==> config.mk <==
export PLATFORM = sky130hd
export DESIGN_NAME = cim_wload_sched
export DESIGN_NICKNAME = d
export VERILOG_FILES = /design/src/rtl/cim_wload_sched.sv
export SDC_FILE = /design/constraint.sdc
export NUM_CORES = 1
export LEC_CHECK = 0
export CAP_MARGIN = 30
export CELL_PAD_IN_SITES_DETAIL_PLACEMENT = 0
export CELL_PAD_IN_SITES_GLOBAL_PLACEMENT = 1
export CORE_UTILIZATION = 34
export DETAILED_ROUTE_END_ITERATION = 8
export HOLD_SLACK_MARGIN = 0.15
export PLACE_DENSITY_LB_ADDON = 0.3
export SYNTH_ARGS = -nofsm -noshare
export SYNTH_HDL_FRONTEND = slang
export SYNTH_SLANG_ARGS = --single-unit
==> constraint.sdc <==
create_clock -name clk -period 2.1 [get_ports clk]
set_input_delay 0.315 -clock clk [delete_from_list [all_inputs] [get_ports clk]]
set_output_delay 0.315 -clock clk [all_outputs]
set_load 0.1 [all_outputs]
==> src/rtl/cim_wload_sched.sv <==
// Weight-load scheduler for a double-banked CIM array: streams rows into the idle bank, then swaps banks once compute releases.
// Optional abort input/aborted output are built in when CIM_WLOAD_ABORT_EN is defined.
module cim_wload_sched #(
    parameter int DW = 24,
    parameter int AW = 8
) (
    input  logic          clk,
    input  logic          rst_n,
    input  logic          start,
    input  logic [AW-1:0] base_addr,
    input  logic [AW:0]   len,
    input  logic          src_valid,
    input  logic [DW-1:0] src_data,
    output logic          src_ready,
    input  logic          cmp_busy,
    output logic          cima,
    output logic [AW-1:0] WA,
    output logic [DW-1:0] D,
    output logic          WE,
    output logic          cmp_bank,
    output logic          busy,
    output logic          done
`ifdef CIM_WLOAD_ABORT_EN
    ,
    input  logic          abort,
    output logic          aborted
`endif
);

    typedef enum logic [1:0] {
        IDLE      = 2'd0,
        LOAD      = 2'd1,
        WAIT_SWAP = 2'd2
    } state_t;

    localparam logic [AW:0] MAX_LEN  = {1'b1, {AW{1'b0}}};
    localparam logic [AW:0] ZERO_LEN = {(AW+1){1'b0}};
    localparam logic [AW:0] ONE_LEN  = {{AW{1'b0}}, 1'b1};

    state_t        state_q, state_d;
    logic [AW-1:0] base_q, base_d;
    logic [AW:0]   len_q, len_d;
    logic [AW:0]   cnt_q, cnt_d;
    logic          load_bank_q, load_bank_d;
    logic          we_q, we_d;
    logic [AW-1:0] wa_q, wa_d;
    logic [DW-1:0] dat_q, dat_d;
    logic          cima_q, cima_d;
    logic          cmp_bank_q, cmp_bank_d;
    logic          done_q, done_d;
    logic          aborted_q, aborted_d;
    logic          busy_q, busy_d;
    logic          src_ready_q, src_ready_d;
    logic          abort_s;
    logic [AW:0]   cnt_next_s;

`ifdef CIM_WLOAD_ABORT_EN
    assign abort_s = abort;
    assign aborted = aborted_q;
`else
    assign abort_s = 1'b0;
`endif

    assign cnt_next_s = cnt_q + ONE_LEN;

    // Next-state and registered-output logic; abort overrides the state move but never a beat's write.
    always_comb begin
        state_d     = state_q;
        base_d      = base_q;
        len_d       = len_q;
        cnt_d       = cnt_q;
        load_bank_d = load_bank_q;
        we_d        = 1'b0;
        wa_d        = wa_q;
        dat_d       = dat_q;
        cima_d      = cima_q;
        cmp_bank_d  = cmp_bank_q;
        done_d      = 1'b0;
        aborted_d   = 1'b0;
        case (state_q)
            IDLE: begin
                // done_q still high means the previous swap is being reported; busy covers that cycle
                if (start && !done_q && (len != ZERO_LEN)) begin
                    base_d      = base_addr;
                    len_d       = (len > MAX_LEN) ? MAX_LEN : len;
                    load_bank_d = ~cmp_bank_q;
                    cnt_d       = ZERO_LEN;
                    state_d     = LOAD;
                end else begin
                    state_d = IDLE;
                end
            end
            LOAD: begin
                if (src_valid) begin
                    we_d   = 1'b1;
                    wa_d   = base_q + cnt_q[AW-1:0];
                    dat_d  = src_data;
                    cima_d = load_bank_q;
                    cnt_d  = cnt_next_s;
                    if (cnt_next_s == len_q) begin
                        state_d = WAIT_SWAP;
                    end else begin
                        state_d = LOAD;
                    end
                end else begin
                    state_d = LOAD;
                end
                if (abort_s) begin
                    state_d   = IDLE;
                    aborted_d = 1'b1;
                end else begin
                    aborted_d = 1'b0;
                end
            end
            WAIT_SWAP: begin
                if (abort_s) begin
                    state_d   = IDLE;
                    aborted_d = 1'b1;
                end else if (!cmp_busy) begin
                    cmp_bank_d = ~cmp_bank_q;
                    done_d     = 1'b1;
                    state_d    = IDLE;
                end else begin
                    state_d = WAIT_SWAP;
                end
            end
            default: begin
                state_d = IDLE;
            end
        endcase
        busy_d      = (state_d != IDLE) || done_d;
        src_ready_d = (state_d == LOAD);
    end

    // State and output registers with synchronous active-low reset.
    always_ff @(posedge clk) begin
        if (!rst_n) begin
            state_q     <= IDLE;
            base_q      <= {AW{1'b0}};
            len_q       <= ZERO_LEN;
            cnt_q       <= ZERO_LEN;
            load_bank_q <= 1'b0;
            we_q        <= 1'b0;
            wa_q        <= {AW{1'b0}};
            dat_q       <= {DW{1'b0}};
            cima_q      <= 1'b0;
            cmp_bank_q  <= 1'b0;
            done_q      <= 1'b0;
            aborted_q   <= 1'b0;
            busy_q      <= 1'b0;
            src_ready_q <= 1'b0;
        end else begin
            state_q     <= state_d;
            base_q      <= base_d;
            len_q       <= len_d;
            cnt_q       <= cnt_d;
            load_bank_q <= load_bank_d;
            we_q        <= we_d;
            wa_q        <= wa_d;
            dat_q       <= dat_d;
            cima_q      <= cima_d;
            cmp_bank_q  <= cmp_bank_d;
            done_q      <= done_d;
            aborted_q   <= aborted_d;
            busy_q      <= busy_d;
            src_ready_q <= src_ready_d;
        end
    end

    assign src_ready = src_ready_q;
    assign cima      = cima_q;
    assign WA        = wa_q;
    assign D         = dat_q;
    assign WE        = we_q;
    assign cmp_bank  = cmp_bank_q;
    assign busy      = busy_q;
    assign done      = done_q;

endmodule

==> metrics.txt, run 1 <==
status completed; Peak supply drop 0.000326 V; max-slew violations 0; fin worst setup slack just under 0.2 ns; CP endpoint kind flip-flop; I/O pin cnt 84; RD Place Congestion 0.806; ant diodes 0; Least-Margin Pin Slew 0.365 ns; # setup viols final 0; placed cell count 575; total clock sinks 67; Leak Pwr around 1.7 nW; Clock Latency Late Sink 0.34 ns; antenna violations before repair 0; power per cell area 713 nW/um^2; Root Buffer clkbuf_8; Worst setup SP type flip-flop; Compound-Gate Fraction of Synth Area 16.5%; sequential cell area fraction in the yosys report approximately 45%; number of global-route vias before repair ~2600; async set-reset flop share out of synthesis 0%; Mapped Cells 377; Slew HR 75.7%; Net Sw Frac 31.0%; number of port buffers between 80 and 90; worst path cell trace ha_1, inv_1, fa_1, nor2b_1, o21ai_0, a21boi_1, o21ai_2, nor4_2, a211o_1; cell family contributing the most delay on the critical path adder cells; vias per cell 4.89; total global-route track usage 17.5%; TritonCTS clock tree yes; Seq pwr share 44.7%; Clk pwr share 35.0%; worst slack at placement -0.140 ns; Die Span X about 96 um; Worst-path clk slew 0.08 ns; commonest non-fill, non-tap cells in the layout nand2_1 (87), buf_4 (72), dfxtp_1 (66); fin crit period 1.90 ns; H-tree Lvls 3; CP peak stage delay 0.39 ns; Ys Warns 0; Switch Pwr 0.939 mW; XOR/XNOR share of the synthesized area 5.25%; initial drt markers around 120; CP Buf/Inv Count 1; overflow left after global routing 0; crit path DAT 2.19 ns; CTS max path bufs 2; DRC violations left 0; Layout area overhead 41.5%; share of layout cells above drive strength 1 19.9%; initial cell density of the core between 30% and 40%; Setup Skew 0.00850 ns; # nets final ~540; Sum Neg Setup Slack 0 ns; WP data required 2.39 ns; crit path max fanout 3; number of placement rows 33; worst hold slack 0.447 ns; critical path class reg2reg; RSZ-0062 raised after global routing no; Top FF cell, synth dfxtp_1; Die Ht 96.0 um; total power 3.03 mW; most common cell after layout, fill and taps aside nand2_1; Synth Net Count 432; mux share of post-synthesis cell area 0%; drt first pass iters 4; combinational group share of total power 20.3%; hpwl dp 5570 um; Cell Area, Synth roughly 3000 sq um; DR WL/cell approximately 13 um; routed vias around 2900; first-pass GRT wire length 12400 um; Final period util 90.6%; Max Clk Rate 0.526 GHz; largest family of logic cells by synthesized area simple AND/OR/NAND/NOR gates; CORE AREA around 8400 sq um; remaining antenna violation count 0; endpoints failing hold 0; CTS buffer count 9; Post-Route WL approximately 7700 um; Min-Delay Path Class reg2reg; fill count 839; Yosys reg bits 67; P_int 2.09 mW; distinct cell type count after synthesis 40; number of enable flip-flop cells after synthesis 0; post-route insts no fill 592; Synth Area in Simple Gates 25.1%; Syn Area/Cell approximately 8.0 sq um; Die Area just over 9000 sq um; largest net degree at the start of global routing 31; Synth Area in Adders 4.00%; maxcap violations 0; slowest CP cell fa_1
-- synth_stat cells, types with 3 or more instances --
| cell type | instances | share of area [%] |
|---|---|---|
| nand2_1 | 87 | 11 |
| dfxtp_1 | 67 | 45 |
| a21oi_1 | 55 | 9.2 |
| nor2_1 | 27 | 3.4 |
| clkbuf_1 | 17 | 2.1 |
| o21ai_0 | 12 | 2.0 |
| xnor2_1 | 12 | 3.5 |
| ha_1 | 8 | 3.3 |
| nand3_1 | 8 | 1.3 |
| a31oi_1 | 6 | 1.3 |
| inv_1 | 6 | 0.75 |
| xor2_1 | 6 | 1.8 |
| nor2b_1 | 5 | 1.0 |
| nor3_1 | 5 | 0.83 |
| nor3b_1 | 5 | 1.3 |
| nor4_1 | 5 | 1.0 |
| a22oi_1 | 4 | 1.0 |
| buf_2 | 4 | 0.67 |
| nand4_1 | 4 | 0.83 |
| or3_1 | 4 | 0.83 |
| and2_1 | 3 | 0.63 |
| buf_4 | 3 | 0.75 |
| nand4b_1 | 3 | 0.88 |
-- worst register-to-register path, cell delays in order, from the launching register on --
cell	delay, ns
dfxtp_2	0.35
ha_1	0.17
inv_1	0.06
fa_1	0.39
nor2b_1	0.12
o21ai_0	0.10
a21boi_1	0.23
o21ai_2	0.10
nor4_2	0.21
a211o_1	0.13
-- state kept, by name, indices dropped and copies added, names as in the netlist --
signal and cells:
D 24, cmp_bank 1, len_q 9, cima 1, busy 1, base_q 8, WA 8, WE 1
load_bank_q 1, done 1, src_ready 1, state_q 2, cnt_q 9
-- logic make-up after synthesis --
| group | Yosys count |
|---|---|
| compound gates | 87 |
| xor+xnor | 18 |
| fa+ha+maj | 9 |
| buf+inv | 32 |
| flops | 67 |
| simple gates | 164 |
-- worst paths after layout --
check | start | to | slack (ns) | cells past startpoint
worst max-delay path | cnt_q[0] | WA[6] | 0.20 | 9
worst min register to register | load_bank_q | cima | 0.45 | 2
worst min-delay path | load_bank_q | cima | 0.45 | 2
worst max register to register | cnt_q[0] | WA[6] | 0.20 | 9
-- per-layer routing --
| metal | part of all wire (%) | GRT usage (%) | up-vias |
|---|---|---|---|
| li1 | - | - | 1503 |
| met1 | 49 | 23.6 | 1324 |
| met2 | 47 | 27.3 | 59 |
| met3 | 3.9 | 4.74 | 6 |
| met4 | 0.59 | 4.85 | 0 |
| met5 | 0 | 0 | - |
-- area by class of cell --
cell class	count	area [sq um]	area share (%)
clock buffer	10	128	3.00
clock inverter	6	65.1	1.53
inverter	8	30.0	0.707
multi-input combinational	278	1540	36.3
sequential	67	1340	31.6
tap	105	131	3.09
timing repair buffer	118	1010	23.8
-- power groups by stage --
stage / clock, mW / combinational, mW / sequential, mW
6_report: 1.06 / 0.615 / 1.35
5_1_grt: 1.14 / 0.659 / 1.36
4_1_cts: 1.09 / 0.618 / 1.35
3_5_place_dp: 0 / 0.617 / 1.38
3_3_place_gp: 0 / 0.615 / 1.38
2_1_floorplan: 0 / 0.193 / 1.59
-- stage by stage --
step / instance area (sq um) / utilization (%)
2_1_floorplan: 3010 / -
3_3_place_gp: 4040 / 48.2
3_5_place_dp: 4040 / 48.2
4_1_cts: 4230 / 50.5
5_1_grt: 4250 / 50.7
6_report: 4250 / 50.7
-- what timing repair did --
action                     CTS  global route
setup endpoints to repair    0             1
setup buffers                0             1
gates resized for setup      0             5
hold buffers                 0             0
Note: power is estimated with default switching activity, not from simulation.
==> run 2, diff against run 1 <==
--- a/config.mk
+++ b/config.mk
@@ -8,7 +8,7 @@
 export CAP_MARGIN = 30
 export CELL_PAD_IN_SITES_DETAIL_PLACEMENT = 0
 export CELL_PAD_IN_SITES_GLOBAL_PLACEMENT = 1
-export CORE_UTILIZATION = 34
+export CORE_UTILIZATION = 26
 export DETAILED_ROUTE_END_ITERATION = 8
 export HOLD_SLACK_MARGIN = 0.15
 export PLACE_DENSITY_LB_ADDON = 0.3
==> run 2 against run 1 <==
Compared with the run above: largest cell class unchanged; clock power is 45% higher; critical endpoint unchanged; sequential cell count stayed put; wire length is 4.6% higher; largest power group is now the clock network; design area is 3.2% higher; sequential share of layout area is 1.0 points lower.
==> metrics.txt, run 2 (synthesis gave the netlist of run 1 again) <==
CTS max path bufs 2 (unchanged); Max Clk Rate 0.516 GHz (was 0.526 GHz); fill count 1138 (was 839); first-pass GRT wire length 13300 um (was 12400 um); H-tree Lvls 3 (unchanged); overflow left after global routing 0 (unchanged); Layout area overhead 46.1% (was 41.5%); most common cell after layout, fill and taps aside nand2_1 (unchanged); # nets final 535 (was 537); Die Ht 109 um (was 96.0 um); remaining antenna violation count 0 (unchanged); Least-Margin Pin Slew 0.513 ns (was 0.365 ns); Die Area 12000 sq um (was 9210 sq um); met1 GRT Util 18.9% (was 23.6%); vias per cell 4.62 (was 4.89); Clk pwr share 43.9% (was 35.0%); crit path max fanout 3 (unchanged); routed vias 2885 (was 2892); RD Place Congestion 0.744 (was 0.806); largest net degree at the start of global routing 29 (was 31); WP data required 2.32 ns (was 2.39 ns); antenna violations before repair 0 (unchanged); Worst setup SP type flip-flop (unchanged); GRT met2 Usage 22.6% (was 27.3%); share of layout cells above drive strength 1 19.8% (was 19.9%); post-route insts no fill 625 (was 592); DR WL/cell 12.9 um (was 13.1 um); initial cell density of the core 27.2% (was 35.8%); P_int 2.53 mW (was 2.09 mW); fin crit period 1.94 ns (was 1.90 ns); Peak supply drop 0.000420 V (was 0.000326 V); maxcap violations 0 (unchanged); commonest non-fill, non-tap cells in the layout nand2_1 (87), buf_4 (71), dfxtp_1 (67) (was nand2_1 (87), buf_4 (72), dfxtp_1 (66)); combinational group share of total power 17.6% (was 20.3%); critical path class reg2reg (unchanged); max-slew violations 0 (unchanged); number of global-route vias before repair 2797 (was 2640); CP endpoint kind flip-flop (unchanged); placed cell count 609 (was 575); endpoints failing hold 0 (unchanged); CTS buffer count 9 (unchanged); Worst-path clk slew 0.06 ns (was 0.08 ns); Final period util 92.2% (was 90.6%); TritonCTS clock tree yes (unchanged); worst slack at placement -0.188 ns (was -0.140 ns); met3 Use GR 4.45% (was 4.74%); # setup viols final 0 (unchanged); max FFs per register 24 (unchanged); Setup Skew 0.00710 ns (was 0.00850 ns); number of placement rows 38 (was 33); Slew HR 65.8% (was 75.7%); total global-route track usage 14.6% (was 17.5%); RSZ-0062 raised after global routing yes (was no); most used routing layer in global routing met2 (unchanged); Net Sw Frac 28.2% (was 31.0%); Root Buffer clkbuf_16 (was clkbuf_8); Switch Pwr 0.993 mW (was 0.939 mW); CORE AREA 11000 sq um (was 8380 sq um); Post-Route WL 8090 um (was 7730 um); DRC violations left 0 (unchanged); fin worst setup slack 0.163 ns (was 0.198 ns); Die Span X 109 um (was 96.0 um); status completed (unchanged); register area 1340 sq um (about the same); initial drt markers 93 (was 118); crit path DAT 2.16 ns (was 2.19 ns); Clock Latency Late Sink 0.33 ns (was 0.34 ns); number of port buffers 83 (unchanged); power per cell area 803 nW/um^2 (was 713 nW/um^2); ant diodes 0 (unchanged); Min-Delay Path Class reg2reg (unchanged); multi-input combinational cell area 1540 sq um (about the same); hpwl dp 5980 um (was 5570 um); drt first pass iters 5 (was 4); Sum Neg Setup Slack 0 ns (unchanged); Seq pwr share 38.5% (was 44.7%); Leak Pwr 1.75 nW (was 1.72 nW); total clock sinks 67 (unchanged); I/O pin cnt 84 (unchanged)
run 2: final cells by class:
class,instances,area share [%]
sequential,67,30.6
multi-input combinational,278,35.1
clock inverter,5,1.40
clock buffer,11,5.76
inverter,8,0.685
timing repair buffer,116,22.4
tap,140,3.99
run 2: per-stage QoR:
| step | instance area, sq um | util (%) | total power [mW] | hold WS (ns) |
|---|---|---|---|---|
| 4_1_cts | 4370 | 39.7 | 3.58 | 0.456 |
| 3_3_place_gp | 4060 | 36.8 | 2.00 | 0.442 |
| 3_5_place_dp | 4060 | 36.8 | 2.01 | 0.448 |
| 6_report | 4390 | 39.8 | 3.52 | 0.454 |
| 2_1_floorplan | 3010 | - | 1.78 | 0.432 |
| 5_1_grt | 4390 | 39.8 | 3.69 | 0.478 |
run 2: worst paths after layout:
check        slack [ns]  endpoint  startpoint  cells after the start
max reg2reg        0.16     WA[6]    cnt_q[0]                      8
min                0.45     WA[0]       WA[0]                      2
min reg2reg        0.45     WA[0]       WA[0]                      2
max                0.16     WA[6]    cnt_q[0]                      8
run 2: timing repair:
action / CTS / global route
endpoints found under the setup margin: 0 / 3
hold buffers: 0 / 0
buffers inserted: 0 / 0
resized for setup: 0 / 4
endpoints found under the hold margin: 0 / 0
run 2: critical path, cell delays in order, from the launching register on:
cell	delay (ns)
dfxtp_1	0.38
ha_1	0.20
inv_1	0.06
fa_1	0.38
nor2b_1	0.12
o21ai_0	0.11
a21boi_1	0.19
o21ai_0	0.13
a211o_1	0.27
run 2: power groups by stage:
stage / combinational (mW) / clock, mW / sequential [mW]
detailed placement: 0.621 / 0 / 1.38
global placement: 0.617 / 0 / 1.38
CTS: 0.623 / 1.60 / 1.36
global route: 0.669 / 1.66 / 1.36
finish: 0.619 / 1.54 / 1.36
floorplan: 0.193 / 0 / 1.59
run 2: metal layers:
layer  up-vias  part of all wire (%)
met3         9                   5.2
met5         -                     0
li1       1494                     -
met4         0                   1.6
met2        48                    45
met1      1334                    48
